<file path="src/rtl/sroute_port_arbiter.sv">
// sroute_port_arbiter: packet-level round-robin arbiter that shares the single
// packet-memory write port among NPORTS receiver ports. A grant is held for a
// whole packet and that port's beats are forwarded as memory writes.
//
// Beat handshake: a beat from the granted port g is offered when pushin[g]=1.
// It is accepted (written, wr_en=1) in the same cycle only if mem_full=0.
// When mem_full=1, stall is raised and the offered beat is dropped. A dropped
// beat is flagged by a one-cycle overflow pulse on the following cycle.
// Beats from ports that do not hold the grant are never accepted.
module sroute_port_arbiter #(
    parameter int NPORTS  = 32,
    parameter int PW      = 5,
    parameter int TIMEOUT = 255
) (
    input  logic              clk,
    input  logic              reset,
    input  logic [NPORTS-1:0] enabled,
    input  logic [NPORTS-1:0] request,
    input  logic [NPORTS-1:0] pushin,
    input  logic [NPORTS-1:0] lastin,
    input  logic              mem_full,
    output logic [NPORTS-1:0] ack,
    output logic              grant_valid,
    output logic [PW-1:0]     grant_port,
    output logic              wr_en,
    output logic              wr_last,
    output logic              stall,
    output logic              abort,
    output logic              overflow,
    output logic [1:0]        state_dbg
);

    typedef enum logic [1:0] {
        ST_IDLE    = 2'd0,
        ST_BUSY    = 2'd1,
        ST_RELEASE = 2'd2,
        ST_ABORT   = 2'd3
    } state_t;

    localparam logic [7:0] TO_LIM = 8'(TIMEOUT);

    state_t              state_q, state_d;
    logic [PW-1:0]       rr_ptr_q, rr_ptr_d;
    logic [NPORTS-1:0]   ack_q, ack_d;
    logic                grant_valid_q, grant_valid_d;
    logic [PW-1:0]       grant_port_q, grant_port_d;
    logic [7:0]          cnt_q, cnt_d;
    logic                overflow_q, overflow_d;

    logic [NPORTS-1:0]   eligible;
    logic                win_found;
    logic [PW-1:0]       win_idx;
    logic [PW-1:0]       scan_idx;

    logic                g_push;
    logic                g_last;
    logic                g_en;
    logic                g_done;

    assign g_push = pushin[grant_port_q];
    assign g_last = lastin[grant_port_q];
    assign g_en   = enabled[grant_port_q];
    assign g_done = g_push & g_last & ~mem_full;

    // Round-robin winner: first eligible port scanning upward from rr_ptr, wrapping.
    always_comb begin
        eligible  = request & enabled;
        win_found = 1'b0;
        win_idx   = '0;
        scan_idx  = '0;
        for (int i = 0; i < NPORTS; i++) begin
            scan_idx = rr_ptr_q + PW'(i);
            if (!win_found && eligible[scan_idx]) begin
                win_found = 1'b1;
                win_idx   = scan_idx;
            end
        end
    end

    // Next-state and write-path logic. RELEASE and ABORT are the single dead
    // cycle after a grant; they already arbitrate with the advanced pointer.
    always_comb begin
        state_d       = state_q;
        rr_ptr_d      = rr_ptr_q;
        ack_d         = ack_q;
        grant_valid_d = grant_valid_q;
        grant_port_d  = grant_port_q;
        cnt_d         = cnt_q;
        overflow_d    = 1'b0;
        wr_en         = 1'b0;
        wr_last       = 1'b0;

        case (state_q)
            ST_BUSY: begin
                wr_en      = g_push & ~mem_full;
                wr_last    = g_push & ~mem_full & g_last;
                overflow_d = g_push & mem_full;
                if (g_done) begin
                    // Completing last beat takes priority over disable/timeout.
                    state_d = ST_RELEASE;
                end else if (!g_en || (cnt_q == TO_LIM)) begin
                    state_d = ST_ABORT;
                end else begin
                    cnt_d = g_push ? 8'd0 : cnt_q + 8'd1;
                end
                if (state_d != ST_BUSY) begin
                    ack_d         = '0;
                    grant_valid_d = 1'b0;
                    rr_ptr_d      = grant_port_q + PW'(1);
                    cnt_d         = 8'd0;
                end
            end
            default: begin
                // IDLE, RELEASE, ABORT: arbitrate unless memory is full.
                if (win_found && !mem_full) begin
                    state_d       = ST_BUSY;
                    ack_d         = NPORTS'(1) << win_idx;
                    grant_valid_d = 1'b1;
                    grant_port_d  = win_idx;
                    cnt_d         = 8'd0;
                end else begin
                    state_d = ST_IDLE;
                end
            end
        endcase
    end

    // State and grant registers with asynchronous active-low reset.
    always_ff @(posedge clk or negedge reset) begin
        if (!reset) begin
            state_q       <= ST_IDLE;
            rr_ptr_q      <= '0;
            ack_q         <= '0;
            grant_valid_q <= 1'b0;
            grant_port_q  <= '0;
            cnt_q         <= 8'd0;
            overflow_q    <= 1'b0;
        end else begin
            state_q       <= state_d;
            rr_ptr_q      <= rr_ptr_d;
            ack_q         <= ack_d;
            grant_valid_q <= grant_valid_d;
            grant_port_q  <= grant_port_d;
            cnt_q         <= cnt_d;
            overflow_q    <= overflow_d;
        end
    end

    assign ack         = ack_q;
    assign grant_valid = grant_valid_q;
    assign grant_port  = grant_port_q;
    assign stall       = grant_valid_q & mem_full;
    assign abort       = (state_q == ST_ABORT);
    assign overflow    = overflow_q;
    assign state_dbg   = state_q;

endmodule

</file>
<file path="config.mk">
export PLATFORM = sky130hd
export DESIGN_NAME = sroute_port_arbiter
export DESIGN_NICKNAME = d
export VERILOG_FILES = /design/src/rtl/sroute_port_arbiter.sv
export SDC_FILE = /design/constraint.sdc
export NUM_CORES = 1
export LEC_CHECK = 0
export ABC_AREA = 1
export BUFFER_PORTS_ARGS = -buffer_cell sky130_fd_sc_hd__buf_4
export CORE_ASPECT_RATIO = 0.5
export CORE_UTILIZATION = 40
export DETAILED_ROUTE_END_ITERATION = 16
export GPL_ROUTABILITY_DRIVEN = 0
export MAX_ROUTING_LAYER = met4
export PLACE_DENSITY_LB_ADDON = 0.1
export SYNTH_ARGS = -nofsm -noshare
export SYNTH_HDL_FRONTEND = slang
export SYNTH_SLANG_ARGS = --single-unit
</file>
<file path="constraint.sdc">
create_clock -name clk -period 7 [get_ports clk]
set_input_delay 0.7 -clock clk [delete_from_list [all_inputs] [get_ports clk]]
set_output_delay 0.7 -clock clk [all_outputs]
set_load 0.02 [all_outputs]
</file>
After elaboration in Yosys (flattened, before gate mapping):

Cells that the tools add are included.
W data, S select, Z words.

* add/sub/neg operators: 33
* multipliers: 0
* div/mod/pow operators: 0
* order comparisons: 33
* equality and inequality tests: 7
* shift operators: 1
* multiplexer cells: 154
* bitwise logic cells: 9
* reduce and logical (&&, ||, !) cells: 71

Operator list (count)
* $lt A5 B6 Y1 const B: 33
* $bmux W1 S5: 35
* $mux W5: 32
* $mux W32: 3
* $add A5 B5 Y5 const B: 16
* $mux W1: 74
* $mux W8: 6
* $add A5 B4 Y5 const B: 8
* $logic_not A1 Y1: 33
* $and A32 B32 Y32: 1
* $logic_and A1 B1 Y1: 32
* $shl A1 B5 Y32 const A: 1
* $add A5 B3 Y5 const B: 4
* $add A5 B1 Y5 const B: 2
* $add A5 B2 Y5 const B: 2
* $add A8 B1 Y8 const B: 1
* $eq A8 B8 Y1 const B: 1
* $mux W2: 4
* $and A1 B1 Y1: 6
* $ne A3 B3 Y1 const B: 2
* $reduce_and A2 Y1: 3
* $reduce_and A3 Y1: 1
* $eq A2 B1 Y1 const B: 1
* $eq A2 B2 Y1 const B: 1
* other kinds (5): 6

* bits in registers: 54
* latch bits: 0
* memory bits (writable): 0
* ROM bits: 0
* input bits: 131
* output and inout port bits: 45
* logic and storage cells: 315
* memories: 0

Longest topological paths before layout:

Gate-level depths: netlist of the first run.

* depth in word-level cells: 100
* mapped depth: 50
* mapped depth without buffers: 45

Least setup slack after synthesis of the first run:

OpenSTA, ideal clock, no wires.

* path type: flip-flop to flip-flop
* start: register rr_ptr_q[1]
* end: register ack_q[14], in the netlist ack[14]
* library setup time: 0.117 ns
* data arrival time: 4.833 ns
* data required time: 6.883 ns
* setup slack: 2.050 ns
* cell stages (with the launch flop): 39
* buffers on the path: 6
* clock period less this slack: 4.950 ns
* cell sequence: dfrtp_1 buf_2 inv_2 buf_2 clkbuf_1 ha_1 buf_2 inv_2 buf_2 nand2_1 nand2_1 nand2_1 nand2_1 nand2_1 nand2_1 nand2_1 nand2_1 nand4_2 [... 3 more ...] nand4_2 nor2_4 nand4_2 nor2_2 nand4_2 nor2_4 nand4_2 nor2_4 nand4_4 nor2_4 nand3_2 inv_2 a21oi_1 nand3_2 nand2_2 buf_4 nand3_1 nand2_1

* word-level cells in the longest chain between the ends: 99
* elaborated cells on any way between the ends: 227
* those cells by class: 31 x add/sub; 1 x shift; 130 x mux; 65 x reduce/logical

Ends and longest elaborated chain
* start, declared: RTL line 43 `logic [PW-1:0] rr_ptr_q, rr_ptr_d;`
* start signal, assigned: RTL line 140 `rr_ptr_q <= rr_ptr_d;`
* branches (longest 99 deep; another with $add A5 B1 Y5)
* end signal, assigned: RTL line 141 `ack_q <= ack_d;`
* end, declared: RTL line 44 `logic [NPORTS-1:0] ack_q, ack_d;`

Several ways; the timed one is not identified. The select of a mux whose other input is x is not followed.
A chain may end at the register's enable or synchronous reset.

Worst setup path in the final report of the first run:

* start: register rr_ptr_q[0]
* end: register ack_q[5], in the netlist ack[5]

Same word-level chain as after synthesis.

==> results of run 1 <==
-- sequential cells by signal, summed over array words and instances, names as in the netlist --
| register | flops |
|---|---|
| rr_ptr_q | 5 |
| ack | 32 |
| grant_valid | 1 |
| grant_port | 5 |
| cnt_q | 8 |
| overflow | 1 |
| state_dbg | 2 |
-- layout by cell type, fill, tap and decap left out, types with 3 or more instances in the layout --
cell type / count
o21a_1: 5
nand4_2: 10
a31oi_1: 4
a21oi_1: 7
nand2_2: 7
nand3b_1: 6
nand2_1: 535
o21ai_2: 3
o221ai_1: 9
o21bai_1: 4
inv_1: 129
buf_4: 191
nand3_2: 8
inv_2: 19
xor2_1: 18
clkbuf_16: 5
nor3_1: 10
nand4_1: 42
clkinv_1: 5
o22ai_1: 23
nor2_4: 10
nor2_1: 132
o21ai_0: 105
nand3_1: 191
nor2_2: 4
o211ai_1: 4
ha_1: 14
o21ai_1: 11
dfrtp_1: 54
xor2_2: 3
-- logic make-up after synthesis --
family,synth area share [%]
buffers and inverters,11.3
adders and majority gates,2.18
DFF,16.9
and+or+nand+nor,53.2
xor gates and xnor gates,3.14
AOI/OAI and AO/OA,13.3
-- final cells by class --
cell class                      count  share of cell area [%]
Clock buffer                        5                    1.30
Clock inverter                      3                   0.299
Inverter                          154                    6.08
Multi-Input combinational cell   1179                    59.9
Sequential cell                    54                    14.0
Tap cell                          266                    3.46
Timing Repair Buffer              191                    14.9
-- path summary, 6_finish.rpt --
| path | start | endpoint | slack (ps) |
|---|---|---|---|
| hold / removal | reset | ack[5] | 430 |
| hold reg to reg | ack[16] | ack[16] | 490 |
| max in group asynchronous | reset | ack[24] | 6090 |
| setup reg to reg | rr_ptr_q[0] | ack[5] | 1190 |
| setup / recovery | rr_ptr_q[0] | ack[5] | 1190 |
| min in group clk | ack[16] | ack[16] | 490 |
-- metrics by stage --
step | util [%] | worst slack [ps] | hold WS [ps]
after floorplan | - | 2050 | 404
after global placement | 48.4 | 1420 | 470
after detailed placement | 48.4 | 1350 | 469
after CTS | 49.2 | 1310 | 464
after global routing | 49.2 | 642 | 501
final | 49.2 | 1190 | 432
-- routing by layer --
metal	share of wire (%)	wire length, um	GRT usage (%)
met1	47	15500	45.9
met4	2.8	935	9.31
met5	0	0	-
met2	41	13400	48.5
met3	9.5	3140	4.91
-- worst max-delay path: cells and delay by family (launching register included) --
kind / cells / cell delay (ps)
adder cells (fa/ha/maj): 1 / 370
XOR/XNOR: 1 / 540
buffers and inverters: 3 / 720
AND/OR/NAND/NOR: 24 / 3650
flip-flops: 1 / 440
==> flow_summary_export.csv, run 1 <==
group,metric,value,unit
run_status,status,"completed",
finish,multiInputGateArea,5770,um2
yosys,ys_seq_elements,54,
routing,wl_per_cell,17.8,um
floorplanning,die-area,20600,um2
placed_design,hpwl,26000,um
grt,grt_pass1_wl,50900,um
placed_design,placed_area,9470,um2
clock_tree,clk_latency,300,ps
finish,regArea,1350,um2
yosys,synth_area,8020,um2
sta,period_minus_slack,5810,ps
yosys,synth_common_cells,"nand2_1, nand3_1, nor2_1, inv_1, o21ai_0",
critical_path,cp_slowest_cell,"xnor2_4",
clock_tree,path_clk_slew,80,ps
routing,vias,10400,
sta,worst_pin_slew,933,ps
placed_design,post-place-cells,1844,
clock_tree,clock-root-buffer,"clkbuf_16",
clock_tree,clock_sinks,54,
floorplanning,die_h,102,um
clock_tree,clk_path_buf_depth,2,
sta,setup_violations,0,
critical_path,cp-start-kind,"flip-flop",
floorplanning,placementRows,36,
finish,nFillCells,2105,
sta,period_share,83.1,%
sta,max_freq,172,MHz
hold_path,hp-class,"in2async",
routing,drtPass1Iterations,5,
job,maxCapViolCount,0,
yosys,synthArstFlopShare,100,%
critical_path,worst-path-max-fanout,37,
grt,grt_antenna_before_repair,0,
yosys,ys_warn_count,0,
grt,grt.total_usage,32.7,%
critical_path,arrival,6050,ps
floorplanning,io_pins,176,
yosys,yosys_most_used_dff,"dfrtp_1",
clock_tree,cts_tree,"yes",
critical_path,reg2reg_depth,29,
grt,grt-ovfl-total,0,
floorplanning,core_area,19500,um2
clock_tree,cts_buffers,5,
clock_tree,h-tree-depth,2,
finish,synthToLayoutAreaGrowth,20.0,%
critical_path,crit_top_cell,"nor2_4",
critical_path,cp_slowest_stage_delay,540,ps
sta,grt_setup_unrepaired,"no",
placed_design,portBuffers,175,
routing,drcViolationCount,0,
sta,hold_viol,0,
sta,fin_setup_tns,0,ps
yosys,ys_top_cells_by_area,"nand2_1, dfrtp_1, nand3_1, o21ai_0, nor2_1",
grt,grt_max_degree,55,
clock_tree,hold_buffers,0,
finish,drive_above_1_share,17.2,%
routing,postRouteAntennaNets,0,
yosys,yosysSeqAreaShare,16.9,%
routing,wl,33000,um
clock_tree,post_cts_resized,0,
yosys,synth.largest_area_cell,"nand2_1",
critical_path,critical_path_class,"reg2reg",
yosys,synthMostInstantiatedCell,"nand2_1",
routing,drtIter0Drc,1283,
yosys,synth_edf_count,0,
sta,relSlewSlack,37.1,%
yosys,synth.distinct_cells,47,
floorplanning,die_x,202,um
yosys,synth_cells,1444,
finish,nets,1730,
critical_path,endpoint_kind,"flip-flop",
yosys,synth_top_area_share,25.0,%
sta,slew_violations,0,
finish,final_cell_area,9620,um2
finish,finalNonFillerCells,1852,
finish,diodes,0,
critical_path,crit_required,7240,ps
routing,drt-vias-per-instance,5.64,
sta,skew,7.26,ps
clock_tree,post_cts_buffers,0,
grt,grt_pass1_vias,9304,
floorplanning,start_util,41.0,%
yosys,syn_nets,1589,
yosys,synth.avg_cell_area,5.55,um2
Power of run 1 is not shown: default switching activity piles up to over one toggle a cycle in this logic, so the estimate is an artifact.
==> inputs of run 2 (changes only) <==
==> constraint.sdc (replaced) <==
create_clock -name clk -period 5.6 [get_ports clk]
set_input_delay 0.56 -clock clk [delete_from_list [all_inputs] [get_ports clk]]
set_output_delay 0.56 -clock clk [all_outputs]
set_load 0.02 [all_outputs]
==> run 2 against run 1 <==
Clock skew fell by 2.5 ps. First-iteration DRC count fell by 8.9%. Global-route usage rose by 0.49 points. Critical endpoint is now ack[0]. Fmax rose by 10%. Count of clock-buffer cells in the layout did not move. Design area rose by 3.4%.
==> flow_summary_export.csv, run 2 (synthesis results as in run 1) <==
group,metric,value,unit
floorplanning,die_x,202,um
sta,setup_violations,0,
placed_design,place_ws,118,ps
critical_path,r2r_start,"rr_ptr_q[0]",
run_status,status,"completed",
finish,synthToLayoutAreaGrowth,24.1,%
critical_path,reg2reg_depth,29,
floorplanning,die-area,20600,um2
finish,nFillCells,2012,
floorplanning,start_util,41.0,%
critical_path,arrival,5470,ps
grt,grt_pass1_wl,51400,um
sta,whs,316,ps
clock_tree,clk_path_buf_depth,2,
finish,layout_common_cells,"nand2_1, buf_4, nand3_1",
routing,postRouteAntennaNets,0,
clock_tree,cts_buffers,5,
critical_path,worst-path-max-fanout,35,
routing,drtIter0Drc,1169,
grt,grt_antenna_before_repair,0,
sta,fin_setup_tns,0,ps
hold_path,hp-class,"in2async",
finish,nets,1763,
finish,drive_above_1_share,19.3,%
job,maxCapViolCount,0,
floorplanning,placementRows,36,
clock_tree,hold_buffers,0,
clock_tree,clock_sinks,54,
floorplanning,core_area,19500,um2
clock_tree,clock-root-buffer,"clkbuf_16",
routing,drtPass1Iterations,8,
clock_tree,path_clk_slew,70,ps
critical_path,ff2ff_setup_slack,320,ps
sta,period_share,94.3,%
sta,fin_ws,321,ps
critical_path,cp_slowest_stage_delay,510,ps
grt,grt_max_degree,55,
routing,drt-vias-per-instance,5.59,
floorplanning,die_h,102,um
finish,layout_commonest_cell,"nand2_1",
critical_path,cp-start-kind,"flip-flop",
clock_tree,clk_latency,290,ps
sta,max_freq,189,MHz
floorplanning,io_pins,176,
routing,drcViolationCount,0,
grt,grt.total_usage,33.2,%
sta,skew,4.77,ps
critical_path,r2r-end,"ack[0]",
sta,hold_viol,0,
critical_path,endpoint_kind,"flip-flop",
sta,relSlewSlack,35.8,%
clock_tree,cts_tree,"yes",
critical_path,crit_required,5790,ps
placed_design,portBuffers,175,
finish,diodes,0,
routing,vias,10500,
routing,wl_per_cell,17.9,um
critical_path,critical_path_class,"reg2reg",
critical_path,cp_slowest_cell,"dfrtp_1",
clock_tree,h-tree-depth,2,
sta,worst_pin_slew,953,ps
critical_path,crit_top_cell,"nand2_1",
routing,wl,33800,um
grt,grt_pass1_vias,9489,
placed_design,hpwl,27000,um
grt,grt-ovfl-total,0,
sta,period_minus_slack,5280,ps
sta,slew_violations,0,
finish,largest_reg_flops,32,
run 2: cell count changes in the layout (fill, tap and decap cells not counted), moves of 2 or more:
cell,previous run,this run
buf_4,191,223
nor2_2,4,7
nor2_1,132,130
inv_4,0,3
inv_2,19,16
run 2: worst max path at each step:
| stage | startpoint | endpoint | slack, ps | cells past startpoint |
|---|---|---|---|---|
| floorplan | rr_ptr_q[1] | ack[14] | 650 | 38 |
| global placement | rr_ptr_q[3] | ack[3] | 70 | 30 |
| detailed placement | rr_ptr_q[3] | ack[10] | 120 | 29 |
| CTS | rr_ptr_q[3] | ack[10] | 80 | 29 |
| global route | rr_ptr_q[1] | ack[3] | -1 | 34 |
| finish | rr_ptr_q[0] | ack[0] | 320 | 29 |
run 2: layer usage:
metal  share of wire (%)  global-route usage [%]  wire, um
met2                  40                    47.6     13400
met1                  46                    47.4     15600
met3                  11                    4.85      3820
met5                   0                       -         0
met4                 3.0                    10.7      1000
run 2: area by class of cell:
| type | count | area [um2] | area share, % |
|---|---|---|---|
| multi-input combinational | 1180 | 5820 | 58.5 |
| timing repair buffer | 223 | 1670 | 16.8 |
| sequential | 54 | 1350 | 13.6 |
| inverter | 154 | 597 | 6.00 |
| tap | 266 | 333 | 3.35 |
| clock buffer | 5 | 125 | 1.26 |
| clock inverter | 3 | 47.5 | 0.478 |
run 2: what timing repair did:
action,in CTS,in global routing
endpoints found under the setup margin,0,40
gates resized for setup,0,15
setup buffers,0,4
run 2: stage by stage:
step	std cells	instance area, um2	utilization, %
after floorplan	1444	8020	-
after global placement	1872	9680	49.5
after detailed placement	1872	9680	49.5
after CTS	1880	9850	50.4
after global routing	1885	9950	50.9
final	1885	9950	50.9
run 2: critical path, delay by kind of cell (launching register included):
| kind | cells | cell delay (ps) |
|---|---|---|
| AND/OR/NAND/NOR | 24 | 3320 |
| flip-flops | 1 | 510 |
| buffers and inverters | 3 | 750 |
| AO/OA/AOI/OAI | 1 | 210 |
| XOR/XNOR | 1 | 340 |
Power of run 2 is left out for the same reason.
